**config.mk**
```make
export PLATFORM = sky130hd
export DESIGN_NAME = program_bus_arbiter
export DESIGN_NICKNAME = d
export VERILOG_FILES = /design/src/rtl/program_bus_arbiter.sv
export SDC_FILE = /design/constraint.sdc
export NUM_CORES = 1
export LEC_CHECK = 0
export CAP_MARGIN = 25
export CORE_MARGIN = 1.5
export CORE_UTILIZATION = 35
export CTS_CLUSTER_SIZE = 16
export DETAILED_ROUTE_END_ITERATION = 8
export PLACE_DENSITY = 0.72
export SYNTH_ARGS = -nofsm -noshare
export SYNTH_HDL_FRONTEND = slang
export SYNTH_SLANG_ARGS = --single-unit
```
**constraint.sdc**
```tcl
create_clock -name clk -period 1.92 [get_ports clk]
set_input_delay 0.192 -clock clk [delete_from_list [all_inputs] [get_ports clk]]
set_output_delay 0.192 -clock clk [all_outputs]
set_load 0.02 [all_outputs]
```
**src/rtl/program_bus_arbiter.sv**
```systemverilog
// program_bus_arbiter: shares one program ROM port between instruction fetch
// and data reads from the program region. Each access runs IDLE -> ADDR ->
// RESP. ADDR lasts WAIT_CYCLES+1 cycles. Read data is registered, and the
// winner's ready pulses for one cycle.
// Optional macro PROG_ARB_RR_EN: strict alternation between requesters when
// both ask at once. When the macro is undefined, data has priority, but fetch
// wins after MAX_DATA_BURST data grants in a row.
module program_bus_arbiter #(
  parameter int ADDR_WIDTH     = 32,
  parameter int DATA_WIDTH     = 32,
  parameter int WAIT_CYCLES    = 0,
  parameter int MAX_DATA_BURST = 4
) (
  input  logic                  clk,
  input  logic                  reset,
  input  logic                  fetch_req,
  input  logic [ADDR_WIDTH-1:0] fetch_addr,
  output logic                  fetch_ready,
  output logic [DATA_WIDTH-1:0] fetch_rdata,
  input  logic                  data_req,
  input  logic [ADDR_WIDTH-1:0] data_addr,
  output logic                  data_ready,
  output logic [DATA_WIDTH-1:0] data_rdata,
  output logic [ADDR_WIDTH-1:0] program_addr_bus,
  input  logic [DATA_WIDTH-1:0] program_data_bus,
  output logic                  busy
);

  typedef enum logic [1:0] {IDLE, ADDR, RESP} state_t;

  state_t                state_q, state_d;
  logic [ADDR_WIDTH-1:0] addr_q, addr_d;
  logic [DATA_WIDTH-1:0] frd_q, frd_d;
  logic [DATA_WIDTH-1:0] drd_q, drd_d;
  logic [3:0]            wait_q, wait_d;
  logic [3:0]            burst_q, burst_d;
  logic                  last_q, last_d;   // 1: last grant went to data
  logic                  win_q, win_d;     // 1: current access belongs to data
  logic                  pick_data;

  // Pick the requester that wins if a grant happens this cycle.
  always_comb begin
    pick_data = 1'b0;
`ifdef PROG_ARB_RR_EN
    pick_data = data_req && (!fetch_req || !last_q);
`else
    pick_data = data_req && !(fetch_req && (burst_q == 4'(MAX_DATA_BURST)));
`endif
  end

  // Compute the next FSM state, latch the address and capture read data.
  always_comb begin
    state_d = state_q;
    addr_d  = addr_q;
    frd_d   = frd_q;
    drd_d   = drd_q;
    wait_d  = wait_q;
    burst_d = burst_q;
    last_d  = last_q;
    win_d   = win_q;
    case (state_q)
      IDLE: begin
        if (fetch_req || data_req) begin
          win_d   = pick_data;
          last_d  = pick_data;
          addr_d  = pick_data ? data_addr : fetch_addr;
          wait_d  = 4'(WAIT_CYCLES);
          state_d = ADDR;
`ifndef PROG_ARB_RR_EN
          // Count data grants only while fetch is starved. Any other grant
          // clears the count.
          burst_d = (pick_data && fetch_req) ? burst_q + 4'd1 : 4'd0;
`endif
        end
      end
      ADDR: begin
        if (wait_q == 4'd0) begin
          if (win_q) drd_d = program_data_bus;
          else       frd_d = program_data_bus;
          state_d = RESP;
        end else begin
          wait_d = wait_q - 4'd1;
        end
      end
      RESP:    state_d = IDLE;
      default: state_d = IDLE;
    endcase
  end

  // State and datapath registers with asynchronous active-low reset.
  always_ff @(posedge clk or negedge reset) begin
    if (!reset) begin
      state_q <= IDLE;
      addr_q  <= '0;
      frd_q   <= '0;
      drd_q   <= '0;
      wait_q  <= '0;
      burst_q <= '0;
      last_q  <= 1'b0;
      win_q   <= 1'b0;
    end else begin
      state_q <= state_d;
      addr_q  <= addr_d;
      frd_q   <= frd_d;
      drd_q   <= drd_d;
      wait_q  <= wait_d;
      burst_q <= burst_d;
      last_q  <= last_d;
      win_q   <= win_d;
    end
  end

  assign program_addr_bus = addr_q;
  assign fetch_rdata      = frd_q;
  assign data_rdata       = drd_q;
  assign fetch_ready      = (state_q == RESP) && !win_q;
  assign data_ready       = (state_q == RESP) && win_q;
  assign busy             = (state_q != IDLE);

endmodule
```
### Word level (Yosys, flattened, before mapping)

Index checks and enable logic that the tools add are counted.

* register bits after elaboration: 107
* memories kept: 0
* input port bits: 100
* RAM bits: 0
* logic and storage cells: 41
* latch bits: 0
* output and inout bits: 99
* bits in read-only memories: 0

* mux-type cells: 8
* reduce and logical (&&, ||, !) cells: 17
* add/sub/neg operators: 2
* order comparisons: 0
* shifts and indexed selects: 0
* $mul: 0
* divide/modulo/power cells: 0
* bitwise logic cells: 1
* equal/unequal tests: 6

Operators with widths (number)
* 32-bit 2-to-1 mux: 1
* 4-bit 2-to-1 mux: 3
* 3-bit AND reduction: 3
* 4-bit one-hot mux with 2 select lines: 1
* 2-bit != test (second input constant): 3
* 1-bit logical AND: 5
* 4-bit by 1-bit adder with 4-bit output (second input constant): 1
* 4-bit by 3-bit equality test with 1-bit output (second input constant): 1
* 4-bit zero test: 1
* 2-bit 2-to-1 mux: 2
* 2-bit one-hot mux with 2 select lines: 1
* 2-bit AND reduction: 2
* 2-bit nonzero test: 2
* 4-bit by 1-bit subtractor with 4-bit output (second input constant): 1
* 2-bit by 1-bit equality test with 1-bit output (second input constant): 1
* 2-bit equality test (second input constant): 1
* 1-bit zero test: 2
* 2-bit zero test: 1
* 1-bit logical OR: 1
* 1-bit inverter: 1

### Depth between registers and ports, before layout

Gate-level depths: netlist (run 1).

* word-level depth: 6
* gate-level depth with buffers: 8
* gate-level depth less buffers: 6

### Worst setup path after synthesis (run 1)

Ideal clock, no wire load.

* path kind: register to register
* start point: register wait_q[0]
* end point: register frd_q[19] (netlist: fetch_rdata[19])
* library setup time: 0.125 ns
* path buffers: 1
* required time: 1.795 ns
* slack: 0.134 ns
* arrival time: 1.661 ns
* clock period less this slack: 1.786 ns
* cell stages (with the launch flop): 7
* cell sequence: dfrtp_1 inv_1 ha_1 nand2b_1 nor4_2 buf_2 mux2_2

* cells in the longest elaborated chain, start to end: 2

RTL lines
* start, declared: RTL line 35 `logic [3:0] wait_q, wait_d;`
* start signal, assigned: RTL line 106 `wait_q <= wait_d;`
* 4-bit zero test: RTL line 77 `if (wait_q == 4'd0) begin`
* 3-bit AND reduction (no source line)
* end signal, assigned: RTL line 104 `frd_q <= frd_d;`
* end, declared: RTL line 33 `logic [DATA_WIDTH-1:0] frd_q, frd_d;`

No other way between the ends.
A chain may end at the register's enable or synchronous reset.

### Final worst setup path (run 1)

* start point: register wait_q[0]
* end point: register frd_q[7] (netlist: fetch_rdata[7])

Same word-level chain as after synthesis.

==> flow_results.org, run 1 <==
** Layout
- 0 antenna diodes ended up in the layout.
- Count of filler cells inserted in the layout :: 1086
- Share of layout cells above drive strength 1 :: 15.3%
- At the end of the flow, the number of nets in the layout was 676.
- The area growth from synthesis to layout is 59.0%.
- The finished cells cover 6960 sq um.

** Global route
- The first global-routing pass estimated 18.2 mm of wire.
- Pin count of the biggest net entering global routing :: 42
- The via count of the first global-routing pass was 3617.
- Total grt overflow :: 0
- Antenna violations before repair :: 0
- GRT Util Overall :: 17.7%

** Floorplanning
- The floorplan step defined a die boundary enclosing 13200 sq um.
- Die width :: 115 um
- Placeable core area :: 12100 sq um
- # rows :: 40
- Die H :: 115 um
- The initial utilization of the core area, before any placement, comes to 36.1%.
- During I/O placement, the number of pins put on the boundary was 199.

** Place
- Summed over all nets, the half-perimeter wirelength after detailed placement is 8.76 mm.
- The placed instances occupy a cell area of 6630 sq um.
- Worst setup timing slack at the placement stage :: 0.119 ns
- Port buffering added 198 buffers.
- The congestion estimate from routability-driven global placement came to 0.782.

** Yosys
- In this run, synthesis inferred 0 flip-flops with an integrated enable.
- Unique masters post-synth :: 33
- Sequential share of the synthesized area :: 61.2%
- Counting flops and latches in the post-synthesis netlist gives 107.
- Counting every net in the synthesized netlist gives 474.
- Summing every instance area after synthesis gives 4380 sq um.
- Library cell occupying the most area in the post-synthesis netlist :: dfrtp_1
- Async SR Flop Fraction :: 100%
- Number of cells produced by synthesis :: 370
- Each instance of the synthesized netlist takes up on average 11.8 sq um.
- By area the synthesized netlist is led by dfrtp_1 61%, mux2_2 14%, a21oi_1 7.3%, nand2_1 3.4%, nor2_1 3.0%.
- Number of warning messages in the yosys log :: 0
- The most used flip-flop cell after synthesis is dfrtp_1.
- Of the post-synthesis cell area, the dominant cell type holds 61.2%.
- Synth cell count leaders :: 107 x dfrtp_1, 64 x a21oi_1, 56 x mux2_2, 40 x nand2_1, 35 x nor2_1
- Cell with the most instances after synthesis :: dfrtp_1

** Detailed routing
- Initial DRT Pass Iterations :: 6
- For this block, the routed nets add up to 11.9 mm of wire.
- Post-detailed-route DRC marker count :: 0
- Post-route ant nets :: 0
- Dividing the detail-routed via count by the number of cells gives 4.81.
- For this block, the initial DRC count from the detailed router was 215.
- Dividing the detail-routed wire length by the instance count gives 16.0 um.
- Summing over every cut layer, the via total after detailed routing is 3584.

** Timing
- Number of endpoints with negative hold slack in the final report :: 0
- Unrepaired setup endpoints after global routing :: false
- Min Tclk post-route :: 1.82 ns
- For the final database, setup skew stands at 0.00665 ns.
- Static timing analysis puts the maximum clock frequency at 0.551 GHz.
- Final setup fails :: 0
- Post-layout worst setup margin :: 0.105 ns
- Fin crit share :: 94.5%
- The final max-slew violation count is 0.
- Max-slew headroom :: 69.3%
- At the pin with the least slew margin, the transition time is 0.460 ns.
- Sum of negative setup slack :: 0 ns

** Clock network
- TritonCTS clock tree :: built
- The clock tree synthesis step divided the H-tree into 3 levels.
- Buffer depth of the longest clock path :: 2
- Worst-path clk slew :: 0.07 ns
- Clock Sink Count :: 107
- Buffers inserted during clock tree synthesis total 9.
- Cell chosen for the clock root :: clkbuf_16
- At the later pin of the worst-skew pair, clock insertion delay measures 0.34 ns.

** Power and ir drop
- Across the VDD grid, the largest voltage drop is 0.699 mV.
- In this run the power density over the cells is 1750 nW/um^2.
- The analysis attributes to cell leakage a power of 2.90 nW.
- Total chip power :: 0.0122 W

** Flow run
- Max-capacitance violation count :: 0

** Critical path
- STA puts the critical path data arrival time at 2.04 ns.
- STA puts the critical path data required time at 2.14 ns.
- The worst register-to-register path has a setup slack of 0.10 ns.
- The most critical setup path has its startpoint at wait_q[0]$_DFFE_PN0P_.
- The worst setup path is of the flip-flop to flip-flop kind.
- Launch point of the worst reg-to-reg path :: wait_q[0]$_DFFE_PN0P_
- Worst r2r path cells :: 7
- The worst setup path is captured at a flip-flop.
- In this run the critical register-to-register path is captured at fetch_rdata[7]$_DFFE_PN0P_.
- The worst setup path is launched from a flip-flop.
- Along the worst path, the maximum fanout reaches 16.

** Worst hold path
- The tightest min-delay check is of the input pin to async pin type.

** Run status
- Status :: finished clean
[repair_timing]
action                     CTS  global route
hold buffers                 1             0
hold endpoints to repair    31             0
setup endpoints to repair    0             7
resized for setup            0             1
buffers inserted             0             1
[final cells by class]
type	instances	area, sq um	area share, %
Clock buffer	12	246	3.54
Multi-Input combinational cell	237	1600	23.0
Inverter	5	18.8	0.270
Timing Repair Buffer	212	2170	31.2
Tap cell	168	210	3.02
Sequential cell	107	2680	38.5
Clock inverter	4	33.8	0.486
[cells by family (layout without fill, tap and decap cells)]
kind of cell / after synthesis / after routing / synth area share (%)
adder cells (fa/ha/maj): 4 / 4 / 1.14
flip-flops: 107 / 107 / 61.2
AND/OR/NAND/NOR: 93 / 93 / 9.44
multiplexers: 66 / 66 / 17.0
AO/OA/AOI/OAI: 74 / 74 / 8.78
buffers and inverters: 26 / 233 / 2.49
[cells in the final DEF, fill, tap and decap left out, types with 2 or more instances in the layout]
cell type and n:
inv_1 5, mux2_1 9, nand2b_1 2, mux2_2 56, a21oi_1 64, ha_1 4
o211ai_1 2, clkbuf_16 10, dfrtp_1 107, nor2_1 34, nand2_1 40, clkbuf_1 2
buf_12 5, clkinv_4 2, clkdlybuf4s50_1 196, buf_4 8, nand3_1 3, o21ai_0 4
[critical path, stage by stage, from the launching register on]
cell	delay, ns
dfrtp_1	0.40
inv_1	0.09
ha_1	0.15
nand2b_1	0.12
nor4_4	0.22
buf_4	0.18
clkbuf_16	0.19
mux2_2	0.34
[where the power goes]
group          switching [W]  internal (W)
registers           0.000637       0.00340
logic                0.00313       0.00324
clock network       0.000828      0.000927
[how the worst max path moves through the flow]
stage                             endpoint  slack [ns]
2_1_floorplan  fetch_rdata[19]$_DFFE_PN0P_        0.13
3_3_place_gp   fetch_rdata[10]$_DFFE_PN0P_        0.18
3_5_place_dp    fetch_rdata[4]$_DFFE_PN0P_        0.12
4_1_cts                        fetch_ready        0.04
5_1_grt         fetch_rdata[8]$_DFFE_PN0P_        0.01
6_report        fetch_rdata[7]$_DFFE_PN0P_        0.10
[layer usage]
layer / GRT usage, % / vias to the layer above / wire (um)
met2: 30.1 / 136 / 5940
met4: 4.44 / 0 / 64
met5: 0 / - / 0
met1: 22.0 / 1765 / 4980
li1: - / 1677 / -
met3: 5.80 / 6 / 941
[through the flow]
step / util (%) / hold WS, ns / std cells
5_1_grt: 57.4 / 0.389 / 745
4_1_cts: 57.1 / 0.379 / 743
3_3_place_gp: 54.8 / 0.175 / 726
6_report: 57.4 / 0.362 / 745
3_5_place_dp: 54.8 / 0.175 / 726
2_1_floorplan: - / -0.104 / 370
[state kept, by name, summed over array words and instances (netlist names)]
name              cells
program_addr_bus     32
burst_q               4
fetch_rdata          32
win_q                 1
wait_q                4
data_rdata           32
state_q               2
(Power assumes the default switching activity.)
==> run 2: changes to the inputs <==
Settings changed: CTS_CLUSTER_DIAMETER set to 30.
==> results of run 2 <==
The final DEF is identical to that of run 1; final timing and power are the same.
==> run 3: changes to the inputs <==
Settings changed: PLACE_DENSITY 0.72 to 0.77, SLEW_MARGIN set to 25.
==> run 3 against run 2 <==
Worst setup slack better by 0.0079 ns. Non-clock buffer count is 1 higher. Wire length is 1.1% higher. First-iteration DRC count is 19% lower. Register-to-register slack better by 0.04 ns. Via count is 0.64% lower. Utilization hardly changed. Fmax is 0.44% higher. Die area stayed put. Critical endpoint is now fetch_ready.
==> flow_results.org, run 3 (same netlist as run 1, synthesis figures left out) <==
** Timing
- For the final routed database, the setup TNS stands at 0 ns.
- Number of slew-limit violations in the final report :: 0
- Setup Skew :: 0.00957 ns
- Unrepaired setup endpoints after global routing :: false
- Least-Margin Pin Slew :: 0.473 ns
- Max-slew headroom :: 68.4%
- Dividing the final minimum period by the clock period gives 94.1%.
- Post-layout worst setup margin :: 0.113 ns
- Final-layout worst hold slack :: 0.340 ns
- Timing would allow up to 0.553 GHz.
- Number of endpoints with negative hold slack in the final report :: 0
- The worst path in the final design needs a cycle of 1.81 ns, including I/O delays and setup.
- Setup violations remaining at the end of the flow were counted as 0.

** Power and ir drop
- For this design the ratio of total power to cell area is 1750 nW/um^2.
- Largest vdd supply drop :: 0.732 mV
- Switching Fraction :: 38.2%
- The clock network burns 14.6% of the power.
- P_sw :: 0.00466 W
- P_leak :: 2.89 nW
- Of the total power, combinational logic draws 52.2%.
- Sequential Power Share :: 33.2%
- Design internal power :: 0.00752 W

** Critical path
- Slowest-stage cell, CP :: clkdlybuf4s50_1
- Kind of launch point of the worst setup path :: flip-flop
- The worst register-to-register path has a depth of 7.
- The worst register-to-register path ends at fetch_rdata[14]$_DFFE_PN0P_.
- The worst setup path is captured at an output pin.
- In this design, the stage delay of the slowest critical-path cell is 0.64 ns.
- In this run the register-to-register setup slack is 0.14 ns.
- Together, buffers and inverters on the worst path number 1.
- The startpoint identified for the worst register-to-register timing path is wait_q[0]$_DFFE_PN0P_.
- Maximum fanout count along the critical path :: 5
- Category of cells accounting for the largest share of critical-path delay :: buffers and inverters
- Data arrives at the worst endpoint at 1.62 ns.
- The critical path is of the flip-flop to output pin type.
- Data on the critical path is required at its endpoint by 1.73 ns.
- Cell chain of the critical path :: nor3b_1 > clkdlybuf4s50_1

** Global route
- Pin count of the biggest net entering global routing :: 42
- Global routing finished with a remaining overflow of 0.
- Antenna violations before repair :: 0
- Via count of the first global-routing pass :: 3761
- GRT Util Overall :: 18.0%
- The first global-routing pass estimated 18.5 mm of wire.

** Detailed routing
- The detail route stage leaves a number of antenna-violating nets equal to 0.
- Wires add up to 12.0 mm.
- In the routed layout, each cell is associated on average with a via count of 4.78.
- 1st-iter DRT viols :: 175
- Wire length per cell :: 16.2 um
- Post-detailed-route DRC marker count :: 0
- For this run, the detailed router's first-pass iteration total came to 4.
- Across all layers, the routed design uses 3561 vias.

** Floorplanning
- Placeable core area :: 12100 sq um
- Effective utilization at floorplan :: 36.1%
- Pin placement for this block handled 199 I/O pins.
- Die H :: 115 um
- The die is 115 um wide.
- DIE AREA :: 13200 sq um
- # rows :: 40

** Place
- Input and output buffers added on the ports amount to 198.
- Routability-driven placement finished with a final weighted congestion of 0.818.
- Worst setup timing slack at the placement stage :: 0.0780 ns
- Post-detailed-placement half-perimeter wirelength :: 8.79 mm
- Number of cells in the design after placement :: 727
- Instance area after placement :: 6630 sq um

** Run status
- Status :: finished clean

** Clock network
- Cell chosen for the clock root :: clkbuf_16
- TritonCTS built the clock tree.
- Buffer depth of the longest clock path :: 2
- Clock Sink Count :: 107
- TritonCTS buffer count :: 9
- After clock tree synthesis, the clock-pin slew on the worst setup and hold paths is 0.07 ns.
- Worst skew pair latency :: 0.34 ns
- CTS built an H-tree with a depth of 3.

** Layout
- Leading cell type in the layout, fill and taps excluded :: clkdlybuf4s50_1
- After routing the design area is 6960 sq um.
- Top library cells by usage in the layout, fill and taps aside :: 197 x clkdlybuf4s50_1, 107 x dfrtp_1, 64 x a21oi_1
- Post-route non-filler standard cell count :: 745
- The repair_antennas step left the layout with diodes totalling 0.
- Compared with the post-synthesis result, the final layout area differs by 59.1%.
- In the final layout, the share of cells above drive strength 1 is 15.6%.
- At the end of the flow, the number of nets in the layout was 677.

** Worst hold path
- The worst hold path belongs to the class input pin to async pin.

** Flow run
- Max-capacitance violation count :: 0
run 3: per-stage QoR:
stage,util (%),total power [W]
global route,57.5,0.0129
CTS,57.2,0.0122
floorplan,-,0.00730
finish,57.5,0.0122
global placement,54.7,0.0102
detailed placement,54.7,0.0104
run 3: timing repair:
item,4_1_cts,5_1_grt
endpoints found under the hold margin,31,0
hold buffers,1,0
setup buffers,0,1
resized for setup,0,1
endpoints found under the setup margin,0,20
run 3: power groups by stage:
stage          clock [W]  combinational, W  sequential [W]
5_1_grt          0.00190           0.00679         0.00418
2_1_floorplan          0           0.00203         0.00527
6_report         0.00178           0.00636         0.00404
3_3_place_gp           0           0.00618         0.00401
3_5_place_dp           0           0.00634         0.00407
4_1_cts          0.00183           0.00636         0.00405
run 3: area by class of cell:
| class | count | area, sq um |
|---|---|---|
| Tap cell | 168 | 210 |
| Inverter | 5 | 18.8 |
| Clock inverter | 6 | 62.6 |
| Timing Repair Buffer | 213 | 2170 |
| Clock buffer | 9 | 225 |
| Fill cell | 1072 | 5150 |
| Multi-Input combinational cell | 237 | 1600 |
| Sequential cell | 107 | 2680 |
run 3: how the worst max path moves through the flow:
| stage | startpoint | cells past startpoint | endpoint | slack, ns |
|---|---|---|---|---|
| 6_report | win_q$_DFFE_PN0P_ | 2 | fetch_ready | 0.11 |
| 5_1_grt | wait_q[0]$_DFFE_PN0P_ | 7 | fetch_rdata[14]$_DFFE_PN0P_ | 0.06 |
| 4_1_cts | wait_q[0]$_DFFE_PN0P_ | 6 | fetch_rdata[15]$_DFFE_PN0P_ | 0.07 |
| 3_5_place_dp | wait_q[0]$_DFFE_PN0P_ | 6 | fetch_rdata[4]$_DFFE_PN0P_ | 0.08 |
| 3_3_place_gp | fetch_req | 5 | burst_q[3]$_DFFE_PN0P_ | 0.15 |
| 2_1_floorplan | wait_q[0]$_DFFE_PN0P_ | 6 | fetch_rdata[19]$_DFFE_PN0P_ | 0.13 |
run 3: metal layers:
layer | vias up | track usage (%) | share of wire, %
met5 | - | 0 | 0
met1 | 1736 | 21.0 | 41
met3 | 23 | 3.37 | 5.4
met4 | 0 | 8.64 | 2.8
li1 | 1669 | - | -
met2 | 133 | 32.0 | 51
